[src/rtl/pcieifc_ram_pkg.sv]
// Shared types and configuration helpers for the PCIe interface SDP RAM.
package pcieifc_ram_pkg;

    typedef enum logic {
        ST_INIT,
        ST_RUN
    } ram_state_e;

    localparam int unsigned RD_LAT_1 = 1;
    localparam int unsigned RD_LAT_2 = 2;

    // Legal shapes: one or two cycle read latency, at least two words, and
    // no more words than the address can reach.
    function automatic bit ram_cfg_ok(input int unsigned rd_latency,
                                      input int unsigned depth,
                                      input int unsigned addrwidth);
        return ((rd_latency == RD_LAT_1) || (rd_latency == RD_LAT_2)) &&
               (depth >= 2) &&
               (64'(depth) <= (64'd1 << addrwidth));
    endfunction

endpackage

[src/rtl/pcieifc_sdp_mem_core.sv]
// Plain inferable simple-dual-port array: one write port, registered read.
// The array and read register carry no reset; vendor macros replace this file only.
module pcieifc_sdp_mem_core #(
    parameter int unsigned DATAWIDTH = 8,
    parameter int unsigned ADDRWIDTH = 4,
    parameter int unsigned DEPTH     = 1 << ADDRWIDTH
) (
    input  logic                 clk,
    input  logic                 we,
    input  logic [ADDRWIDTH-1:0] waddr,
    input  logic [DATAWIDTH-1:0] wdata,
    input  logic                 re,
    input  logic [ADDRWIDTH-1:0] raddr,
    output logic [DATAWIDTH-1:0] rdata
);

    logic [DATAWIDTH-1:0] mem_q [DEPTH];
    logic [DATAWIDTH-1:0] rdata_q;

    // Write port; read is read-first so a same-edge write yields old data.
    always_ff @(posedge clk) begin
        if (we) begin
            mem_q[waddr] <= wdata;
        end
        if (re) begin
            rdata_q <= mem_q[raddr];
        end
    end

    assign rdata = rdata_q;

endmodule

[src/rtl/pcieifc_sdp_ram_clr.sv]
// SDP RAM with hardware clear sequencer, 1/2-cycle read latency and
// configurable same-address collision behaviour.
module pcieifc_sdp_ram_clr
    import pcieifc_ram_pkg::*;
#(
    parameter int unsigned          DATAWIDTH  = 8,
    parameter int unsigned          ADDRWIDTH  = 4,
    parameter int unsigned          DEPTH      = 1 << ADDRWIDTH,
    parameter int unsigned          RD_LATENCY = 1,
    parameter int unsigned          BYPASS     = 1,
    parameter logic [DATAWIDTH-1:0] INIT_VAL   = '0
) (
    input  logic                 clk,
    input  logic                 rst,
    input  logic                 clr_req,
    output logic                 init_done,
    input  logic                 wea,
    input  logic [ADDRWIDTH-1:0] addra,
    input  logic [DATAWIDTH-1:0] dina,
    input  logic                 reb,
    input  logic [ADDRWIDTH-1:0] addrb,
    output logic [DATAWIDTH-1:0] doutb,
    output logic                 doutb_vld
);

    if (!ram_cfg_ok(RD_LATENCY, DEPTH, ADDRWIDTH)) begin : g_bad_cfg
        $error("pcieifc_sdp_ram_clr: illegal RD_LATENCY or DEPTH");
    end

    localparam logic [ADDRWIDTH:0]   DEPTH_W   = (ADDRWIDTH + 1)'(DEPTH);
    localparam logic [ADDRWIDTH-1:0] LAST_ADDR = ADDRWIDTH'(DEPTH - 1);

    ram_state_e           state_q, state_d;
    logic [ADDRWIDTH-1:0] cnt_q, cnt_d;
    logic                 vld1_q, vld1_d;
    logic                 vld2_q, vld2_d;
    logic                 ovr_sel_q, ovr_sel_d;
    logic [DATAWIDTH-1:0] ovr_data_q, ovr_data_d;
    logic [DATAWIDTH-1:0] dout2_q, dout2_d;

    logic                 wr_in_range, rd_in_range;
    logic                 wr_user, rd_acc, byp_hit;
    logic                 mem_we, mem_re;
    logic [ADDRWIDTH-1:0] mem_waddr;
    logic [DATAWIDTH-1:0] mem_wdata, mem_rdata, stage1;

    // Request decode: user access only in RUN; out-of-range writes dropped.
    always_comb begin
        wr_in_range = ({1'b0, addra} < DEPTH_W);
        rd_in_range = ({1'b0, addrb} < DEPTH_W);
        wr_user     = wea && (state_q == ST_RUN) && wr_in_range;
        rd_acc      = reb && (state_q == ST_RUN);
        byp_hit     = (BYPASS != 0) && wr_user && (addra == addrb);
        mem_re      = rd_acc && rd_in_range;
        mem_we      = (state_q == ST_INIT) || wr_user;
        mem_waddr   = (state_q == ST_INIT) ? cnt_q : addra;
        mem_wdata   = (state_q == ST_INIT) ? INIT_VAL : dina;
    end

    // Clear sequencer: walk 0..DEPTH-1 in INIT, restart on clr_req in RUN.
    always_comb begin
        state_d = state_q;
        cnt_d   = cnt_q;
        if (state_q == ST_INIT) begin
            if (cnt_q == LAST_ADDR) begin
                state_d = ST_RUN;
                cnt_d   = '0;
            end else begin
                cnt_d = cnt_q + 1'b1;
            end
        end else if (clr_req) begin
            state_d = ST_INIT;
            cnt_d   = '0;
        end
    end

    // Read path: bypass/out-of-range override captured at the request edge,
    // held alongside the array read register until the next accepted read.
    always_comb begin
        vld1_d     = rd_acc;
        vld2_d     = vld1_q;
        ovr_sel_d  = ovr_sel_q;
        ovr_data_d = ovr_data_q;
        if (rd_acc) begin
            ovr_sel_d  = !rd_in_range || byp_hit;
            ovr_data_d = rd_in_range ? dina : INIT_VAL;
        end
        stage1  = ovr_sel_q ? ovr_data_q : mem_rdata;
        dout2_d = vld1_q ? stage1 : dout2_q;
    end

    // State, counter and read pipeline registers.
    always_ff @(posedge clk or posedge rst) begin
        if (rst) begin
            state_q    <= ST_INIT;
            cnt_q      <= '0;
            vld1_q     <= 1'b0;
            vld2_q     <= 1'b0;
            // Override selected with zero data so doutb resets to 0 without
            // needing a reset on the array read register.
            ovr_sel_q  <= 1'b1;
            ovr_data_q <= '0;
            dout2_q    <= '0;
        end else begin
            state_q    <= state_d;
            cnt_q      <= cnt_d;
            vld1_q     <= vld1_d;
            vld2_q     <= vld2_d;
            ovr_sel_q  <= ovr_sel_d;
            ovr_data_q <= ovr_data_d;
            dout2_q    <= dout2_d;
        end
    end

    pcieifc_sdp_mem_core #(
        .DATAWIDTH (DATAWIDTH),
        .ADDRWIDTH (ADDRWIDTH),
        .DEPTH     (DEPTH)
    ) u_mem (
        .clk   (clk),
        .we    (mem_we),
        .waddr (mem_waddr),
        .wdata (mem_wdata),
        .re    (mem_re),
        .raddr (addrb),
        .rdata (mem_rdata)
    );

    assign init_done = (state_q == ST_RUN);
    assign doutb     = (RD_LATENCY == RD_LAT_2) ? dout2_q : stage1;
    assign doutb_vld = (RD_LATENCY == RD_LAT_2) ? vld2_q : vld1_q;

endmodule

[config.mk]
export PLATFORM = sky130hd
export DESIGN_NAME = pcieifc_sdp_ram_clr
export DESIGN_NICKNAME = d
export VERILOG_FILES = /design/src/rtl/pcieifc_ram_pkg.sv /design/src/rtl/pcieifc_sdp_mem_core.sv /design/src/rtl/pcieifc_sdp_ram_clr.sv
export SDC_FILE = /design/constraint.sdc
export NUM_CORES = 1
export LEC_CHECK = 0
export CAP_MARGIN = 20
export CORE_MARGIN = 2
export CORE_UTILIZATION = 55
export CTS_CLUSTER_SIZE = 10
export DETAILED_ROUTE_END_ITERATION = 16
export PLACE_DENSITY = 0.74
export SLEW_MARGIN = 25
export SYNTH_ARGS = -nofsm -noshare
export SYNTH_HDL_FRONTEND = slang
export SYNTH_SLANG_ARGS = --single-unit
[constraint.sdc]
create_clock -name clk -period 5.2 [get_ports clk]
set_input_delay 1.56 -clock clk [delete_from_list [all_inputs] [get_ports clk]]
set_output_delay 1.56 -clock clk [all_outputs]
set_load 0.02 [all_outputs]
==> impl_results.md, run 1 <==
- Share of power burned in registers: 50.2%
- R2r endpoint: u_mem.mem_q[15][5]
- Port-buffer cells: 30
- CTS Buffer Depth: 2
- Clk pwr share: between 30% and 40%
- Yosys warnings: 0
- Fin Hold WS: about 0.50 ns
- Clock Root Buffer: clkbuf_8
- Pre-CTS setup slack: about 1.5 ns
- Slew HR: around two fifths
- Critical hold path startpoint: ovr_data_q[5]
- Netlist cell types: 36
- Clock Skew: 0.00856 ns
- CTS sink cnt: 151
- Crit path arrival time: 2.21 ns
- Post-route DRC: 0
- Slowest stage cell, crit path: dfrtp_1
- Crit. End Element: primary output
- Worst R2R Path Depth: 2
- Setup ws final: 1.43 ns
- Diodes inserted: 0
- Net Sw Frac: 27.0%
- Gate power share: 17.3%
- Hold Path End: ovr_data_q[5]
- Largest net degree at the start of global routing: 35
- Setup CP Type: flip-flop to primary output
- Leak pwr: around 0.0024 uW
- Worst Setup SP: init_done
- Max Cap Viol: 0
- Layout cells sized above 1: roughly 18%
- H-tree depth: 4
- Global placer's final weighted congestion: just under 0.8
- Final setup TNS: 0 ns
- TritonCTS buffer count: 17
- Filler Cell Count: approximately 740
- Die X: ~110 um
- Die Span Y: around 110 um
- Via count: slightly above 3,000
- WL/cell: ~25 um
- Largest stage delay on the critical path: just over 0.9 ns
- Worst-skew pair later-pin latency: 0.53 ns
- P&R area growth vs syn: 14.9%
- Crit Path Max Fanout: 34
- Routed WL: between 10 and 15 mm
- Vias per cell: 6.17
- Post-CTS setup buffer count: 0
- Gr usage total: 22.6%
- Net Count, Synth: approximately 340
- Area of the multi-input gates: between 1500 and 2000 um^2
- Die ar.: roughly 12,000 um^2
- FF-to-FF Start: init_done
- Buffers & Inverters on Critical Path: 1
- Clock slew at reported path FFs: 0.06 ns
- Pint: roughly 2500 uW
- Crit path launch type: flip-flop
- Period utilization: roughly 72%
- 1st-iter DRT viols: 341
- Net Sw Power: about 940 uW
- Worst-margin pin slew: between 0.8 and 0.9 ns
- Yosys reg bits: 151
- Site row count: 38
- Tmin final: 3.77 ns
- Crit path max-delay family: flip-flops
- Status: complete, no violations
- CTS resizes: 0
- Hold path cells: 1
- Worst vdd ir: between 0.0002 and 0.0003 V
- Setup Viol. Count Final: 0
- CP cell instances: clkdlybuf4s50_1
- Drt pass-1 iters: 7
- RSZ-0062 raised after global routing: no
- R2R setup slack: 2.64 ns
- Worst Hold Class: flip-flop to flip-flop
- Power per Cell Area: ~500 nW/um^2
- Boundary Pins: 31
- Mapped Cells: 320
- Initial core utilization: 56.4%
- Routed Antenna Nets: 0
- First-pass GRT wire length: around 18 mm
- Final Hold Fails: 0
- Seq/Total Area, Yosys: 73.0%
- Final #Nets: approximately 370
- Synth Area per Inst: about 19 um^2
- Final HPWL DP: 7.90 mm
- Initial antenna violation count: 0
- Area taken by flip-flops and latches: about 4500 um^2
- Required @ worst endpoint: approximately 3.6 ns
- CTS tree: yes
- Fmax: between 0.2 and 0.3 GHz
- Vias in the first global route: roughly 3,100
- Number of max-slew violations in the final report: 0
- Core area: between 10,000 and 15,000 um^2
- Total gr overflow: 0
- Post-Synthesis Cell Area: slightly above 6000 um^2
- CTS Hold Bufs: 0
## cell usage after synthesis (all sizes together)
cell           number  area share [%]
a21oi               3            0.25
a22oi              16             2.0
a31oi               3            0.31
a32oi               1            0.14
a41oi               1            0.14
and2                9            0.92
and2b               1            0.12
buf                 7            0.92
clkbuf              9            0.61
clkdlybuf4s25       2            0.33
dfrtp              14             5.7
dfstp               1            0.43
edfxtp            136              67
ha                  1            0.20
inv                 6            0.37
mux2               16             2.9
mux4               32              13
nand2              16            0.98
nand2b              1            0.10
nand3               2            0.16
nor2               22             1.4
nor2b               3            0.31
nor3                3            0.25
nor3b               1            0.12
o21ai               2            0.16
o22ai               3            0.31
o2bb2ai             1            0.14
o31a                1            0.14
o32a                1            0.16
o41ai               1            0.14
xnor2               2            0.29
xor2                3            0.43
## through the flow
stage	std cells	instance area (um^2)	util, %	power [uW]
final	504	7020	64.8	3490
after global routing	504	7020	64.8	3630
after CTS	504	7020	64.8	3510
after detailed placement	473	6470	59.7	2380
after global placement	473	6470	59.7	2340
after floorplan	320	6110	-	2140
## per-layer routing
layer  part of all wire [%]  GRT usage (%)
met1                     41           30.7
met2                     49           35.1
met3                    7.8           5.93
met4                    2.4           9.58
met5                      0              0
## worst max path at each step
stage | slack [ns] | cells after the start | end
floorplan | 2.35 | 5 | u_mem.rdata[2]
global placement | 1.50 | 5 | u_mem.rdata[1]
detailed placement | 1.48 | 5 | u_mem.rdata[1]
CTS | 1.43 | 1 | init_done
global route | 1.31 | 1 | init_done
finish | 1.43 | 1 | init_done
## flip-flops by register name (all words and copies together) (netlist names)
name / cells
u_mem.mem_q: 128
ovr_data_q: 8
u_mem.rdata: 8
cnt_q: 4
doutb_vld: 1
init_done: 1
ovr_sel_q: 1
## cells by family (layout without fill, tap and decap cells)
family                     Yosys count  in the layout  synth area share, %
buffers and inverters               24             68                 2.23
and+or+nand+nor                     58             58                 4.32
adders and majority gates            1              1                0.205
DFF                                151            151                 73.0
AOI/OAI and AO/OA                   33             33                 3.87
xor gates and xnor gates             5              5                0.717
muxes                               48             48                 15.7
## layout make-up
class	instances	area share, %
Sequential cell	151	63.5
Clock inverter	12	1.84
Timing Repair Buffer	31	4.24
Inverter	6	0.321
Tap cell	140	2.50
Multi-Input combinational cell	145	21.6
Clock buffer	19	6.01
## power groups by stage
| stage | Sequential, uW | Clock [uW] | Combinational (uW) |
|---|---|---|---|
| floorplan | 1700 | 0 | 439 |
| global placement | 1750 | 0 | 589 |
| detailed placement | 1770 | 0 | 606 |
| CTS | 1750 | 1150 | 609 |
| global route | 1780 | 1200 | 651 |
| finish | 1750 | 1140 | 604 |
## cell usage in the layout, fill, tap and decap left out, types with 2 or more instances in the layout
master / synthesis / layout
mux2_2: 16 / 16
clkinv_4: 0 / 3
clkinvlp_4: 0 / 2
nor3_1: 3 / 3
buf_2: 3 / 2
inv_1: 6 / 6
nand2_1: 16 / 16
mux4_2: 17 / 17
xnor2_1: 2 / 2
nor2_1: 22 / 22
a22oi_1: 16 / 16
nand3_1: 2 / 2
edfxtp_1: 136 / 136
and2_1: 9 / 9
clkdlybuf4s50_1: 0 / 28
clkinv_2: 0 / 3
clkbuf_1: 8 / 2
nor2b_1: 3 / 3
o21ai_0: 2 / 2
a31oi_1: 3 / 3
o22ai_1: 3 / 3
bufinv_16: 0 / 2
mux4_1: 15 / 15
dfrtp_1: 14 / 14
clkbuf_16: 0 / 16
xor2_1: 3 / 3
a21oi_1: 3 / 3
No activity file was read; power rests on OpenSTA's default activity.
==> run 2, diff against run 1 <==
==> constraint.sdc (replaced) <==
create_clock -name clk -period 3.6 [get_ports clk]
set_input_delay 1.08 -clock clk [delete_from_list [all_inputs] [get_ports clk]]
set_output_delay 1.08 -clock clk [all_outputs]
set_load 0.02 [all_outputs]
==> run 2 against run 1 <==
Net effect:
- sequential share of layout area down 1.6 points
- combinational power rose by 59%
- critical path type unchanged
- critical endpoint is now doutb[1]
- routed wire length increased by 1.1%
- sequential power increased by 43%
- largest cell class unchanged
==> impl_results.md, run 2 (same netlist as run 1, synthesis figures left out) <==
- CTS resizes: 0 (unchanged)
- Fmax: 0.317 GHz
- Worst vdd ir: 0.000383 V (+28%)
- Largest stage delay on the critical path: 0.64 ns (-0.29 ns)
- Worst-skew pair later-pin latency: 0.52 ns (about the same)
- Global placer's final weighted congestion: 0.814 (+5.2%)
- Gr usage total: 22.9% (+0.30 points)
- Worst Hold Class: flip-flop to flip-flop
- CTS Hold Bufs: 0 (unchanged)
- Pre-CTS setup slack: 0.574 ns (-0.910 ns)
- Final setup TNS: 0 ns (unchanged)
- TritonCTS buffer count: 17 (unchanged)
- Site row count: 38 (unchanged)
- CTS Buffer Depth: 2 (unchanged)
- Status: complete, no violations
- DP Cell Count: 490 (+3.6%)
- Period utilization: between 80 and 90%
- Final HPWL DP: 7.95 mm (+0.59%)
- Finished Layout Cells: 520 (+3.2%)
- CP cell instances: mux2_2 -> clkdlybuf4s50_1
- Core area: 10,800 um^2 (unchanged)
- Crit Path Max Fanout: 9 (-74%)
- Die Span Y: 109 um (unchanged)
- Final #Nets: 391 (+4.5%)
- Crit. End Element: primary output
- Slowest stage cell, crit path: dfstp_2
- CTS tree: yes
- Via count: 3,191 (+2.6%)
- Initial antenna violation count: 0 (unchanged)
- Worst-margin pin slew: 0.758 ns (-0.134 ns)
- Crit path arrival time: 2.07 ns (-0.14 ns)
- Max reg flops: 128 (unchanged)
- Slew HR: 49.3% (+8.8 points)
- Crit path launch type: flip-flop
- WL/cell: 24.1 um (-2.0%)
- Setup ws final: 0.449 ns (-0.983 ns)
- CTS sink cnt: 151 (unchanged)
- Diodes inserted: 0 (unchanged)
- Max Cap Viol: 0 (unchanged)
- 1st-iter DRT viols: 215 (-37%)
- Drt pass-1 iters: 4 (-3)
- H-tree depth: 4 (unchanged)
- P&R area growth vs syn: 17.8%
- Setup CP Type: flip-flop to primary output
- Post-CTS setup buffer count: 0 (unchanged)
- Vias per cell: 6.14 (-0.58%)
- Most flops, register: u_mem.mem_q
- Buffers & Inverters on Critical Path: 1 (unchanged)
- Post-route DRC: 0 (unchanged)
- Initial core utilization: 56.4% (unchanged)
- Commonest non-fill, non-tap cell in the layout: edfxtp_1
- Final Hold Fails: 0 (unchanged)
- Leak pwr: 0.00251 uW (+4.2%)
- Crit path max-delay family: flip-flops
- Tmin final: ~3.2 ns
- Most frequent cells in the layout: edfxtp_1 (136), clkdlybuf4s50_1 (29), nor2_1 (22), mux4_2 (17)
- Die ar.: 12,000 um^2 (unchanged)
- Clock Root Buffer: clkbuf_8
- First-pass GRT wire length: 19.0 mm (+2.8%)
- Power per Cell Area: 720 nW/um^2 (+45%)
- Setup Viol. Count Final: 0 (unchanged)
- Number of max-slew violations in the final report: 0 (unchanged)
- Port-buffer cells: 30 (unchanged)
- Clock slew at reported path FFs: 0.06 ns (about the same)
- Die X: 109 um (unchanged)
- Clock Skew: 0.00840 ns (-0.000163 ns)
- Largest net degree at the start of global routing: 34 (-2.9%)
- Routed WL: 12.5 mm (+1.1%)
- Routed Antenna Nets: 0 (unchanged)
- Required @ worst endpoint: 2.52 ns (-1.12 ns)
- Total gr overflow: 0 (unchanged)
- Boundary Pins: 31 (unchanged)
- Vias in the first global route: 3,232 (+3.9%)
- RSZ-0062 raised after global routing: no
- Layout cells sized above 1: 21.1% (+3.2 points)
==> run 2: changes by cell type in the layout (fill, tap and decap cells not counted) <==
cell	change
clkinv_4	-2
buf_4	+15
inv_6	+1
bufinv_16	+1
clkdlybuf4s50_1	+1
clkinv_1	+1
clkbuf_1	-1
buf_12	+2
buf_2	-1
clkinvlp_4	+2
clkinv_2	-3
==> run 2: worst register-to-register path: cells and delay by family (launching register included) <==
kind | cells | cell delay (ns)
buf+inv | 1 | 0.23
simple gates | 2 | 0.89
flops | 1 | 0.37
compound gates | 1 | 0.16
==> run 2: area by class of cell <==
type,instances,area [um^2]
clock buffer,18,418
clock inverter,12,154
fill,709,3640
inverter,6,22.5
multi-input combinational,145,1510
sequential,151,4460
tap,140,175
timing repair buffer,48,455
==> run 2: routing by layer <==
metal / GRT usage [%] / vias up / part of all wire (%)
li1: - / 1384 / -
met5: 0 / - / 0
met2: 37.2 / 121 / 51
met3: 6.58 / 17 / 5.6
met4: 6.96 / 0 / 1.4
met1: 30.5 / 1669 / 42
==> run 2: power breakdown <==
part           total, uW  leakage [uW]  switching (uW)  internal, uW
logic                958      0.000792             569           389
clock network       1710      0.000265             663          1050
registers           2510       0.00145             148          2370
total               5180       0.00251            1380          3800
==> run 2: final timing paths <==
kind	start	to	slack [ns]	cells past startpoint
worst min-delay path	ovr_data_q[6]	ovr_data_q[6]	0.54	1
worst max-delay path	ovr_sel_q	doutb[1]	0.45	2
min in group asynchronous	rst	init_done	0.92	2
max in group asynchronous	rst	ovr_data_q[5]	2.30	2
worst min register to register	ovr_data_q[6]	ovr_data_q[6]	0.54	1
worst max register to register	init_done	u_mem.mem_q[6][1]	1.58	4
==> run 2: metrics by stage <==
step	hold WS, ns	utilization [%]	power (uW)	area (um^2)
2_1_floorplan	0.474	-	3100	6110
3_3_place_gp	0.500	61.1	3450	6630
3_5_place_dp	0.526	61.1	3490	6630
4_1_cts	0.538	66.4	5200	7200
5_1_grt	0.552	66.4	5380	7200
6_report	0.540	66.4	5180	7200
==> run 3, diff against run 2 <==
--- a/config.mk
+++ b/config.mk
@@ -8,9 +8,11 @@
 export CAP_MARGIN = 20
 export CORE_MARGIN = 2
 export CORE_UTILIZATION = 55
-export CTS_CLUSTER_SIZE = 10
+export CTS_CLUSTER_SIZE = 28
 export DETAILED_ROUTE_END_ITERATION = 16
-export PLACE_DENSITY = 0.74
+export DONT_BUFFER_PORTS = 1
+export GPL_ROUTABILITY_DRIVEN = 0
+export PLACE_DENSITY = 0.7
 export SLEW_MARGIN = 25
 export SYNTH_ARGS = -nofsm -noshare
 export SYNTH_HDL_FRONTEND = slang
==> run 3 against run 2 <==
Net effect:
- clock skew about the same
- die area stayed put
- critical path depth is 1 lower
- cell count shrank 7.9%
- clock power up 3%
- via count is 5.6% lower
==> impl_results.md, run 3 (same netlist as run 1, synthesis figures left out) <==
- CTS Hold Bufs: 0 (unchanged)
- Max reg flops: 128 (unchanged)
- Initial antenna violation count: 0 (unchanged)
- Pwr Total: 5100 uW (-1.6%)
- Post-CTS setup buffer count: 0 (unchanged)
- Die ar.: 12,000 um^2 (unchanged)
- Vias in the first global route: 2,961 (-8.4%)
- Finished Layout Cells: 479 (-7.9%)
- First-pass GRT wire length: 17.7 mm (-7.0%)
- Diodes inserted: 0 (unchanged)
- GRT Max-Usage Layer: met2
- Fmax: 0.367 GHz (+16%)
- CTS resizes: 0 (unchanged)
- Final Hold Fails: 0 (unchanged)
- Crit path max-delay family: flip-flops
- Buffers & Inverters on Critical Path: 1 (unchanged)
- CTS tree: yes
- Layout cells sized above 1: 19.8% (-1.3 points)
- Leak pwr: 0.00235 uW (-6.3%)
- Core area: 10,800 um^2 (unchanged)
- Worst-skew pair later-pin latency: 0.53 ns (about the same)
- TritonCTS buffer count: 17 (unchanged)
- R2r endpoint: u_mem.mem_q[11][5]
- Drt pass-1 iters: 5 (+1)
- Crit path arrival time: 1.65 ns (-0.42 ns)
- Max Cap Viol: 0 (unchanged)
- R2R setup slack: 1.30 ns (-0.28 ns)
- Post-route DRC: 0 (unchanged)
- Largest net degree at the start of global routing: 34 (unchanged)
- Gr usage total: 21.6% (-1.3 points)
- FF-to-FF Start: init_done
- Worst R2R Path Depth: 3 (-1)
- Setup CP Type: flip-flop to primary output
- Required @ worst endpoint: 2.52 ns (about the same)
- Crit path launch type: flip-flop
- Port-buffer cells: 0 (-100%)
- Fin area: 6820 um^2 (-5.2%)
- Crit Path Max Fanout: 25 (+16)
- DP Cell Count: 447 (-8.8%)
- 1st-iter DRT viols: 350 (+63%)
- Met2 usage: 31.5% (-5.6 points)
- Most frequent cells in the layout: edfxtp_1 (136), nor2_1 (22), clkbuf_16 (21), mux4_2 (17)
- Crit. End Element: primary output
- P&R area growth vs syn: 11.6%
- Period utilization: 75.7% (-12 points)
- Vias per cell: 6.29 (+2.4%)
- Final setup TNS: 0 ns (unchanged)
- Most flops, register: u_mem.mem_q
- Status: complete, no violations
- Die X: 109 um (unchanged)
- Final #Nets: 348 (-11%)
- Met3 usage: 5.51% (-1.1 points)
- Worst Hold Class: input port to asynchronous set/reset pin
- Tmin final: 2.73 ns (-0.424 ns)
- GR met1 Demand/Resource: 31.2% (+0.74 points)
- Setup Viol. Count Final: 0 (unchanged)
- Clock Skew: 0.00878 ns (+0.000381 ns)
- CTS sink cnt: 151 (unchanged)
- RSZ-0062 raised after global routing: no
- Commonest non-fill, non-tap cell in the layout: edfxtp_1
- Site row count: 38 (unchanged)
- Final HPWL DP: 7.37 mm (-7.3%)
- CP cell instances: buf_4
- CTS Buffer Depth: 2 (unchanged)
- WL/cell: 24.5 um (+1.7%)
- Boundary Pins: 31 (unchanged)
- Total gr overflow: 0 (unchanged)
- Die Span Y: 109 um (unchanged)
- Clock Root Buffer: clkbuf_8
- Via count: 3,011 (-5.6%)
- H-tree depth: 4 (unchanged)
- Dpl cell area: 6210 um^2 (-6.3%)
- Slew HR: 42.3% (-7.0 points)
- Worst-margin pin slew: 0.862 ns (+0.104 ns)
- Routed Antenna Nets: 0 (unchanged)
- Clock slew at reported path FFs: 0.06 ns (about the same)
- Worst vdd ir: 0.000480 V (+25%)
- Initial core utilization: 56.4% (unchanged)
- Slowest stage cell, crit path: dfrtp_1
- Power per Cell Area: 747 nW/um^2 (+3.9%)
- Number of max-slew violations in the final report: 0 (unchanged)
- Largest stage delay on the critical path: 0.79 ns (+0.15 ns)
- Routed WL: 11.7 mm (-6.3%)
[run 3: cell count changes in the layout (fill, tap and decap cells not counted), moves of 3 or more]
| cell | previous run | this run |
|---|---|---|
| buf_4 | 16 | 5 |
| clkinvlp_4 | 4 | 0 |
| clkbuf_1 | 1 | 4 |
| bufinv_16 | 3 | 0 |
| clkbuf_16 | 16 | 21 |
| clkdlybuf4s50_1 | 29 | 0 |
| clkbuf_8 | 1 | 4 |
[run 3: worst reg2reg max path, stage by stage, from the launching register on]
cell and delay (ns):
dfrtp_1 0.79, nor2b_1 0.26, a32oi_1 0.17, nor2_1 0.70
[run 3: worst max path at each step]
stage	start	depth (start not counted)	end
after floorplan	addrb[0]	5	u_mem.rdata[2]
after global placement	wea	3	u_mem.mem_q[4][7]
after detailed placement	wea	3	u_mem.mem_q[7][5]
after CTS	ovr_sel_q	1	doutb[0]
after global routing	init_done	1	init_done
final	init_done	1	init_done
[run 3: through the flow]
stage | hold WS, ns | setup WS [ns] | util, %
after detailed placement | 0.493 | 1.01 | 57.3
after global placement | 0.482 | 1.07 | 57.3
after CTS | 0.476 | 0.858 | 62.9
after floorplan | 0.474 | 1.23 | -
after global routing | 0.508 | 0.798 | 62.9
final | 0.484 | 0.874 | 62.9
[run 3: area by class of cell]
class	count	area (um^2)
inverters	6	22.5
well taps	140	175
flip-flops and latches	151	4460
clock buffers	29	596
repair buffers	5	37.5
fillers	736	4020
multi-input cells	145	1510
clock inverters	3	16.3
[run 3: routing by layer]
layer | vias up | share of wire [%]
met3 | 20 | 6.6
met4 | 0 | 2.3
met5 | - | 0
li1 | 1305 | -
met2 | 113 | 47
met1 | 1573 | 44
[run 3: report_power, final]
| group | switching, uW | total, uW | internal (uW) |
|---|---|---|---|
| logic | 511 | 812 | 301 |
| registers | 157 | 2520 | 2370 |
| clock network | 653 | 1760 | 1110 |
| total | 1320 | 5100 | 3780 |
